==> config.mk <==
export PLATFORM = sky130hd
export DESIGN_NAME = uart_time_loader
export DESIGN_NICKNAME = d
export VERILOG_FILES = /design/src/rtl/uart_time_loader.sv
export SDC_FILE = /design/constraint.sdc
export NUM_CORES = 1
export LEC_CHECK = 0
export CAP_MARGIN = 20
export CORE_ASPECT_RATIO = 0.75
export CORE_MARGIN = 2
export CORE_UTILIZATION = 40
export DETAILED_ROUTE_END_ITERATION = 8
export PLACE_DENSITY_LB_ADDON = 0.08
export SLEW_MARGIN = 10
export SYNTH_ARGS = -nofsm -noshare
export SYNTH_HDL_FRONTEND = slang
export SYNTH_SLANG_ARGS = --single-unit
==> constraint.sdc <==
create_clock -name CLOCK_50 -period 7.2 [get_ports CLOCK_50]
set_input_delay 2.16 -clock CLOCK_50 [delete_from_list [all_inputs] [get_ports CLOCK_50]]
set_output_delay 2.16 -clock CLOCK_50 [all_outputs]
set_load 0.05 [all_outputs]
==> src/rtl/uart_time_loader.sv <==
// uart_time_loader: 8N1 UART receiver that parses "HH:MM:SS" + CR/LF lines into a one-cycle time load strobe.
// Optional macro ERR_COUNT_EN adds err_count, a saturating error counter cleared on every load.
module uart_time_loader #(
  parameter int CLK_HZ = 50000000,
  parameter int BAUD = 115200
) (
  input logic CLOCK_50,
  input logic reset_n,
  input logic rx,
  output logic load,
  output logic [4:0] load_hours,
  output logic [5:0] load_minutes,
  output logic [5:0] load_seconds,
  output logic busy,
`ifdef ERR_COUNT_EN
  output logic [7:0] err_count,
`endif
  output logic err
);
  localparam int CPB = CLK_HZ / BAUD;
  localparam int CW = $clog2(CPB);
  localparam logic [CW-1:0] FULL = CW'(CPB - 1);
  localparam logic [CW-1:0] HALF = CW'(CPB / 2 - 1);
  typedef enum logic [2:0] {IDLE, START, DATA, STOP, BREAK} rx_state_t;
  typedef enum logic [3:0] {P_H1, P_H2, P_C1, P_M1, P_M2, P_C2, P_S1, P_S2, P_END} p_state_t;
  logic rx_meta_q, rx_sync_q;
  rx_state_t rx_state_q, rx_state_d;
  logic [CW-1:0] cnt_q, cnt_d;
  logic [2:0] bit_q, bit_d;
  logic [7:0] shift_q, shift_d;
  logic byte_stb, frame_err;
  p_state_t p_state_q, p_state_d;
  logic [23:0] dig_q, dig_d;
  logic load_q, load_d, err_q, err_d;
  logic [4:0] hours_q, hours_d;
  logic [5:0] mins_q, mins_d, secs_q, secs_d;
  logic [6:0] hours, mins, secs;
  logic is_digit, is_colon, is_term, want_digit, frame_ok;
  always_comb begin
    rx_state_d = rx_state_q;
    cnt_d = cnt_q + CW'(1);
    bit_d = bit_q;
    shift_d = shift_q;
    byte_stb = 1'b0;
    frame_err = 1'b0;
    unique case (rx_state_q)
      IDLE: begin
        cnt_d = '0;
        bit_d = '0;
        rx_state_d = rx_sync_q ? IDLE : START;
      end
      START: if (cnt_q == HALF) begin
        cnt_d = '0;
        rx_state_d = rx_sync_q ? IDLE : DATA;
      end
      DATA: if (cnt_q == FULL) begin
        cnt_d = '0;
        shift_d = {rx_sync_q, shift_q[7:1]};
        bit_d = bit_q + 3'd1;
        rx_state_d = (bit_q == 3'd7) ? STOP : DATA;
      end
      STOP: if (cnt_q == FULL) begin
        cnt_d = '0;
        byte_stb = rx_sync_q;
        frame_err = !rx_sync_q;
        rx_state_d = rx_sync_q ? IDLE : BREAK;
      end
      BREAK: begin
        cnt_d = '0;
        rx_state_d = rx_sync_q ? IDLE : BREAK;
      end
      default: rx_state_d = IDLE;
    endcase
  end
  assign is_digit = (shift_q >= 8'h30) && (shift_q <= 8'h39);
  assign is_colon = shift_q == 8'h3A;
  assign is_term = (shift_q == 8'h0D) || (shift_q == 8'h0A);
  assign want_digit = !(p_state_q inside {P_C1, P_C2});
  // Digits shift in as a 6-nibble history; a complete line leaves HH MM SS in order.
  assign hours = 7'(dig_q[23:20]) * 7'd10 + 7'(dig_q[19:16]);
  assign mins = 7'(dig_q[15:12]) * 7'd10 + 7'(dig_q[11:8]);
  assign secs = 7'(dig_q[7:4]) * 7'd10 + 7'(dig_q[3:0]);
  assign frame_ok = is_term && (hours <= 7'd23) && (mins <= 7'd59) && (secs <= 7'd59);
  always_comb begin
    p_state_d = p_state_q;
    dig_d = dig_q;
    load_d = 1'b0;
    err_d = frame_err;
    hours_d = hours_q;
    mins_d = mins_q;
    secs_d = secs_q;
    if (frame_err) p_state_d = P_H1;
    else if (byte_stb) begin
      if (p_state_q == P_END) begin
        p_state_d = P_H1;
        load_d = frame_ok;
        err_d = !frame_ok;
        hours_d = frame_ok ? hours[4:0] : hours_q;
        mins_d = frame_ok ? mins[5:0] : mins_q;
        secs_d = frame_ok ? secs[5:0] : secs_q;
      end else if (p_state_q == P_H1 && is_term) p_state_d = P_H1;
      else if (want_digit ? is_digit : is_colon) begin
        p_state_d = p_state_t'(p_state_q + 4'd1);
        dig_d = want_digit ? {dig_q[19:0], shift_q[3:0]} : dig_q;
      end else begin
        p_state_d = P_H1;
        err_d = 1'b1;
      end
    end
  end
  always_ff @(posedge CLOCK_50 or negedge reset_n)
    if (!reset_n) begin
      rx_meta_q <= 1'b1;
      rx_sync_q <= 1'b1;
      rx_state_q <= IDLE;
      cnt_q <= '0;
      bit_q <= '0;
      shift_q <= '0;
      p_state_q <= P_H1;
      dig_q <= '0;
      load_q <= 1'b0;
      err_q <= 1'b0;
      hours_q <= '0;
      mins_q <= '0;
      secs_q <= '0;
    end else begin
      rx_meta_q <= rx;
      rx_sync_q <= rx_meta_q;
      rx_state_q <= rx_state_d;
      cnt_q <= cnt_d;
      bit_q <= bit_d;
      shift_q <= shift_d;
      p_state_q <= p_state_d;
      dig_q <= dig_d;
      load_q <= load_d;
      err_q <= err_d;
      hours_q <= hours_d;
      mins_q <= mins_d;
      secs_q <= secs_d;
    end
`ifdef ERR_COUNT_EN
  logic [7:0] ecnt_q, ecnt_d;
  assign ecnt_d = load_d ? 8'd0 : (err_d && ecnt_q != 8'hFF) ? ecnt_q + 8'd1 : ecnt_q;
  always_ff @(posedge CLOCK_50 or negedge reset_n)
    if (!reset_n) ecnt_q <= '0;
    else ecnt_q <= ecnt_d;
  assign err_count = ecnt_q;
`endif
  assign load = load_q;
  assign err = err_q;
  assign load_hours = hours_q;
  assign load_minutes = mins_q;
  assign load_seconds = secs_q;
  assign busy = p_state_q != P_H1;
endmodule

==> results.md, run 1 <==
- RSZ-0062 raised after global routing: no
- Max Fanout on Critical Path: 4
- Share of layout cells above drive strength 1: 0.2051
- Slowest cell on the critical path: clkdlybuf4s50_1
- Largest cells by area after synthesis: dfrtp_1 45%, ha_1 8.6%, mux2_2 7.2%
- WL/cell: 14.74 µm
- Ports: 23
- Cts bufs inserted: 9
- Crit path kind: reg2out
- Vias per Instance: 4.895
- Clock Skews: 0.006296 ns
- Syn nets: 360
- Highest routed layer: met4
- DR vias: 2389
- Sum of negative setup slack: 0 ns
- H-tree depth: 3
- Final period util: 0.6087
- Met3 WL: 220 µm
- Max-slew headroom: 0.3024
- Worst-Skew Late Latency: 0.33 ns
- Top-area cell type share of the netlist area: 0.4456
- Critical Path, Cell by Cell: inv_1 -> ha_1 -> or3b_2 -> clkdlybuf4s50_1
- Setup crit start kind: flip-flop
- Synth area leader: dfrtp_1
- Synthesis warning total: 0
- Die span in x: 118.5 µm
- Cts repair resizes: 0
- First-pass GRT wire length: 12330 µm
- Clock Tree Buf Depth: 2
- Avg Cell Area, Syn: 12.13 µm²
- Post-route total power: 0.8703 mW
- Post-Syn Area: 3931 µm²
- Core area: 9619 µm²
- Die ar.: 10650 µm²
- Hold Buf Count CTS: 0
- Post-synth EDFFs: 0
- Worst-path clk slew: 0.06 ns
- Fmax: 0.2282 GHz
- CTS sink cnt: 72
- Setup-failing EPs final: 0
- Metal-1 WL: 3987 µm
- Critical Path RT: 5.04 ns
- Met2 routed WL: 2860 µm
- GRT overflow: 0
- Hold crit path type: reg2reg
- Syn-to-layout area delta: 16.58%
- # Post-CTS Setup Buffers: 0
- Tot GR Track Use: 0.1490
- Max-Cap Viols: 0
- Synth cell types: 47
- Site Rows: 31
- Largest net degree at the start of global routing: 73
- Worst path top cell family by delay: buffers and inverters
- RD Place Congestion: 0.7497
- DRT Wirelength: 7194 µm
- P_leak: 2.250 nW
- Max incr delay on CP: 0.71 ns
- Sequential area share after synthesis: 0.4589
- Peak supply drop: 100.9 µV
- Worst Max-Slew Pin Slew: 1.042 ns
- Top FF cell, synth: dfrtp_1
- Syn Inst Count: 324
- Initial DRC Count: 108
- Status: finished, final reports clean
- Residual DRC count: 0
- TritonCTS clock tree: built
- Final hold violations: 0
- Port Buf Inserts: 22
- Ys async rst share: 1.000
- Cell Pwr Density: 189.9 nW/µm²
- Buffers & Inverters on Critical Path: 2
- Antenna violations before repair: 0
- Min Clock Period, post-route: 4.382 ns
- First-pass DRT Iterations: 4
- N_diodes: 0
- Dpl hpwl: 4958 µm
- ANT nets after route: 0
- Initial Util: 0.4087
- Worst setup EP type: primary output
- Vias in the first global route: 2389
- Clock Tree Root: clkbuf_16
- CP Data Arrival Time: 2.22 ns
- # nets final: 387
- Final Max Tran Viols: 0
- Die Height: 89.86 µm
- Yosys reg bits: 72
[synth_stat cells (all sizes together) (4+ instances only)]
| cell | number |
|---|---|
| and3 | 4 |
| a22o | 6 |
| nand3 | 11 |
| mux2i | 8 |
| inv | 26 |
| fa | 6 |
| nand2 | 16 |
| o21ai | 7 |
| nor2b | 5 |
| nor3 | 4 |
| a21oi | 5 |
| xor2 | 14 |
| ha | 27 |
| mux2 | 42 |
| dfrtp | 70 |
| nor2 | 22 |
| xnor2 | 10 |
[through the flow]
stage                     worst slack (ns)  hold WS (ns)  utilization  area [µm²]  instances
after floorplan                      3.786        0.3452            -        3931        324
after global placement               3.209        0.3529       0.4445        4275        472
after detailed placement             3.171        0.3493       0.4445        4275        472
after CTS                            2.801        0.3613       0.4765        4583        488
after global routing                 2.743        0.3619       0.4765        4583        488
final                                2.818        0.3581       0.4765        4583        488
[layout by cell type (no fill, tap or decap), drive strengths merged, types with 2 or more instances in the layout]
cell type	instances
and3	4
a22o	6
nand3	11
fa	6
a21o	3
nand4	2
clkbuf	11
mux2i	8
dfrtp	70
nor2	22
clkinvlp	2
ha	27
a211oi	3
o21ai	7
xnor2	10
nand4bb	2
a311oi	2
nor4b	2
clkinv	2
nand3b	3
a21oi	5
nand2	16
or2	2
xor2	14
mux2	42
nor3	4
inv	26
nor2b	5
clkdlybuf4s50	21
dfstp	2
[report_power, final]
| group | switching [mW] | internal [mW] | total (mW) | leakage [nW] |
|---|---|---|---|---|
| clock | 0.169 | 0.286 | 0.454 | 0.148 |
| sequential | 0.000749 | 0.406 | 0.407 | 0.985 |
| combinational | 0.00834 | 0.00111 | 0.00945 | 1.12 |
[state kept, by name, indices dropped and copies added, names as in the netlist]
name	flops
rx_state_q	3
err	1
shift_q	8
load_seconds	6
cnt_q	9
bit_q	3
dig_q	24
p_state_q	4
load_minutes	6
load_hours	5
rx_sync_q	1
load	1
rx_meta_q	1
[routing by layer]
| metal | vias to the layer above | GRT usage |
|---|---|---|
| met5 | - | 0 |
| met2 | 27 | 0.1980 |
| met4 | 0 | 0.05952 |
| met3 | 8 | 0.04505 |
| li1 | 1182 | - |
| met1 | 1172 | 0.2238 |
[worst paths after layout]
check / cells past startpoint / to / start / slack [ns]
worst max-delay path: 4 / busy / p_state_q[0]$_DFFE_PN0P_ / 2.82
worst min-delay path: 0 / rx_sync_q$_DFF_PN1_ / rx_meta_q$_DFF_PN1_ / 0.36
worst max register to register: 9 / load_minutes[5]$_DFFE_PN0P_ / dig_q[21]$_DFFE_PN0P_ / 3.36
worst min register to register: 0 / rx_sync_q$_DFF_PN1_ / rx_meta_q$_DFF_PN1_ / 0.36
max in group asynchronous: 1 / cnt_q[0]$_DFF_PN0_ / reset_n / 4.64
min in group asynchronous: 1 / dig_q[21]$_DFFE_PN0P_ / reset_n / 1.96
[layout make-up]
type,instances,area (µm²)
clock buffers,11,252.7
clock inverters,5,55.05
fillers,904,5036
multi-input cells,220,1991
well taps,132,165.2
flip-flops and latches,72,1804
inverters,26,97.59
repair buffers,22,217.7
[kinds of logic after synthesis]
logic type,share of synthesized area
buffers and inverters,0.03469
adder cells (fa/ha/maj),0.1190
XOR/XNOR,0.05347
flip-flops,0.4589
multiplexers,0.1569
AO/OA/AOI/OAI,0.05984
AND/OR/NAND/NOR,0.1171
Note: power is estimated with default switching activity, not from simulation.
==> run 2: changes to the inputs <==
clock period = 4.31 ns   (was 7.2 ns; I/O delays follow)
==> results.md, run 2 (same netlist as run 1, synthesis figures left out) <==
- Setup crit start kind: flip-flop
- Die span in x: 118.5 µm (unchanged)
- First-pass GRT wire length: 12320 µm (about the same)
- Hold crit path type: reg2reg
- Worst-path clk slew: 0.06 ns (about the same)
- Site Rows: 31 (unchanged)
- Switching power: 0.2793 mW (+57%)
- Max-Cap Viols: 0 (unchanged)
- Cell Pwr Density: 313.6 nW/µm² (+65%)
- Clock Skews: 0.008264 ns (+0.001968 ns)
- Final hold violations: 0 (unchanged)
- Die ar.: 10650 µm² (unchanged)
- N_diodes: 0 (unchanged)
- Clock share of power: 0.516 (-0.006)
- Cts repair resizes: 0 (unchanged)
- Max FFs per register: 24 (unchanged)
- CP Data Arrival Time: 2.22 ns (about the same)
- Switching share of total power: 0.1944 (-0.009836)
- Dpl hpwl: 4876 µm (-1.7%)
- Worst path top cell family by delay: buffers and inverters
- Buffers & Inverters on Critical Path: 2 (unchanged)
- DR vias: 2386 (-0.13%)
- Max Fanout on Critical Path: 4 (unchanged)
- Core area: 9619 µm² (unchanged)
- Cts bufs inserted: 9 (unchanged)
- Vias in the first global route: 2469 (+3.3%)
- Port Buf Inserts: 22 (unchanged)
- Peak supply drop: 258.4 µV (+160%)
- Antenna violations before repair: 0 (unchanged)
- Worst setup EP type: primary output
- Comb power frac: 0.011 (about the same)
- Critical Path RT: 3.02 ns (-2.02 ns)
- First-pass DRT Iterations: 4 (unchanged)
- DRT Wirelength: 6910 µm (-3.9%)
- Most frequent cells in the layout: 70 x dfrtp_1, 27 x ha_1, 26 x inv_1, 25 x mux2_2, 22 x nor2_1
- Final Max Tran Viols: 0 (unchanged)
- Max-slew headroom: 0.2892 (-0.01324)
- Ports: 23 (unchanged)
- ANT nets after route: 0 (unchanged)
- H-tree depth: 3 (unchanged)
- Post-route insts no fill: 489 (+0.20%)
- Commonest non-fill, non-tap cell in the layout: dfrtp_1
- Initial DRC Count: 104 (-3.7%)
- Die Height: 89.86 µm (unchanged)
- # Post-CTS Setup Buffers: 0 (unchanged)
- P_leak: 2.256 nW (+0.28%)
- Biggest register: dig_q
- GRT overflow: 0 (unchanged)
- Biggest regs: dig_q: 24 flops, cnt_q: 9 flops, shift_q: 8 flops
- Seq pwr share: 0.473 (+0.006)
- Share of layout cells above drive strength 1: 0.2017 (-0.003376)
- RD Place Congestion: 0.7809 (+4.2%)
- Clock Tree Root: clkbuf_16
- Min Clock Period, post-route: 3.509 ns
- Fmax: 0.2850 GHz
- Fin Hold WS: 0.3589 ns (+0.0008610 ns)
- Residual DRC count: 0 (unchanged)
- Largest net degree at the start of global routing: 73 (unchanged)
- Status: finished, final reports clean
- Max incr delay on CP: 0.72 ns (about the same)
- Inst Count DP: 473 (+0.21%)
- # nets final: 388 (+0.26%)
- Vias per Instance: 4.879 (-0.33%)
- CTS sink cnt: 72 (unchanged)
- Clock Tree Buf Depth: 2 (unchanged)
- Final period util: 0.8141
- Final core utilization: 0.4765 (unchanged)
- Syn-to-layout area delta: 16.58% (unchanged)
- Sum of negative setup slack: 0 ns (unchanged)
- Crit path kind: reg2out
- RSZ-0062 raised after global routing: no
- Initial Util: 0.4087 (unchanged)
- TritonCTS clock tree: built
- Worst Max-Slew Pin Slew: 1.062 ns (+0.01978 ns)
- Slowest cell on the critical path: clkdlybuf4s50_1
- Cell-internal power: 1.158 mW (+67%)
- Hold Buf Count CTS: 0 (unchanged)
- Worst-Skew Late Latency: 0.33 ns (about the same)
- Fill cells: 930 (+2.9%)
- Setup-failing EPs final: 0 (unchanged)
- WL/cell: 14.13 µm (-4.1%)
- Critical Path, Cell by Cell: inv_1 -> ha_1 -> or3b_2 -> clkdlybuf4s50_1
- Tot GR Track Use: 0.1469 (-0.002125)
[run 2: cell types whose count changed in the layout (fill, tap and decap cells not counted)]
cell / delta
clkbuf_1: +2
clkinvlp_4: -2
buf_4: +1
[run 2: layout make-up]
cell class | instances | area (µm²) | share of cell area
Clock buffer | 13 | 260.3 | 0.05678
Clock inverter | 3 | 40.04 | 0.008736
Inverter | 26 | 97.59 | 0.02129
Multi-Input combinational cell | 220 | 1991 | 0.4343
Sequential cell | 72 | 1804 | 0.3937
Tap cell | 132 | 165.2 | 0.03604
Timing Repair Buffer | 23 | 225.2 | 0.04914
[run 2: routing by layer]
metal | GRT usage | wire length [µm] | up-vias
met5 | 0 | 0 | -
met4 | 0.05060 | 85 | 0
met3 | 0.04378 | 216 | 8
met2 | 0.2052 | 2772 | 25
met1 | 0.2159 | 3835 | 1166
li1 | - | - | 1187
[run 2: final timing paths]
| kind | from | to | slack, ns | depth (start not counted) |
|---|---|---|---|---|
| setup / recovery | p_state_q[0]$_DFFE_PN0P_ | busy | 0.80 | 4 |
| hold / removal | rx_meta_q$_DFF_PN1_ | rx_sync_q$_DFF_PN1_ | 0.36 | 0 |
| setup reg to reg | dig_q[5]$_DFFE_PN0P_ | load_seconds[5]$_DFFE_PN0P_ | 0.84 | 11 |
| hold reg to reg | rx_meta_q$_DFF_PN1_ | rx_sync_q$_DFF_PN1_ | 0.36 | 0 |
| max in group asynchronous | reset_n | bit_q[2]$_DFFE_PN0P_ | 2.61 | 1 |
| min in group asynchronous | reset_n | dig_q[16]$_DFFE_PN0P_ | 1.08 | 1 |
[run 2: power groups by stage]
stage | registers, mW | clock network [mW] | logic (mW)
after floorplan | 0.691 | 0 | 0.00133
after global placement | 0.691 | 0 | 0.0171
after detailed placement | 0.691 | 0 | 0.0171
after CTS | 0.679 | 0.772 | 0.0171
after global routing | 0.679 | 0.798 | 0.0192
final | 0.679 | 0.742 | 0.0156
[run 2: metrics by stage]
stage / setup slack, ns / power [mW] / cell area, µm²
2_1_floorplan: 1.148 / 0.6921 / 3931
3_3_place_gp: 0.9316 / 0.7084 / 4283
3_5_place_dp: 0.8757 / 0.7082 / 4283
4_1_cts: 0.7787 / 1.468 / 4583
5_1_grt: 0.6508 / 1.496 / 4583
6_report: 0.8011 / 1.437 / 4583
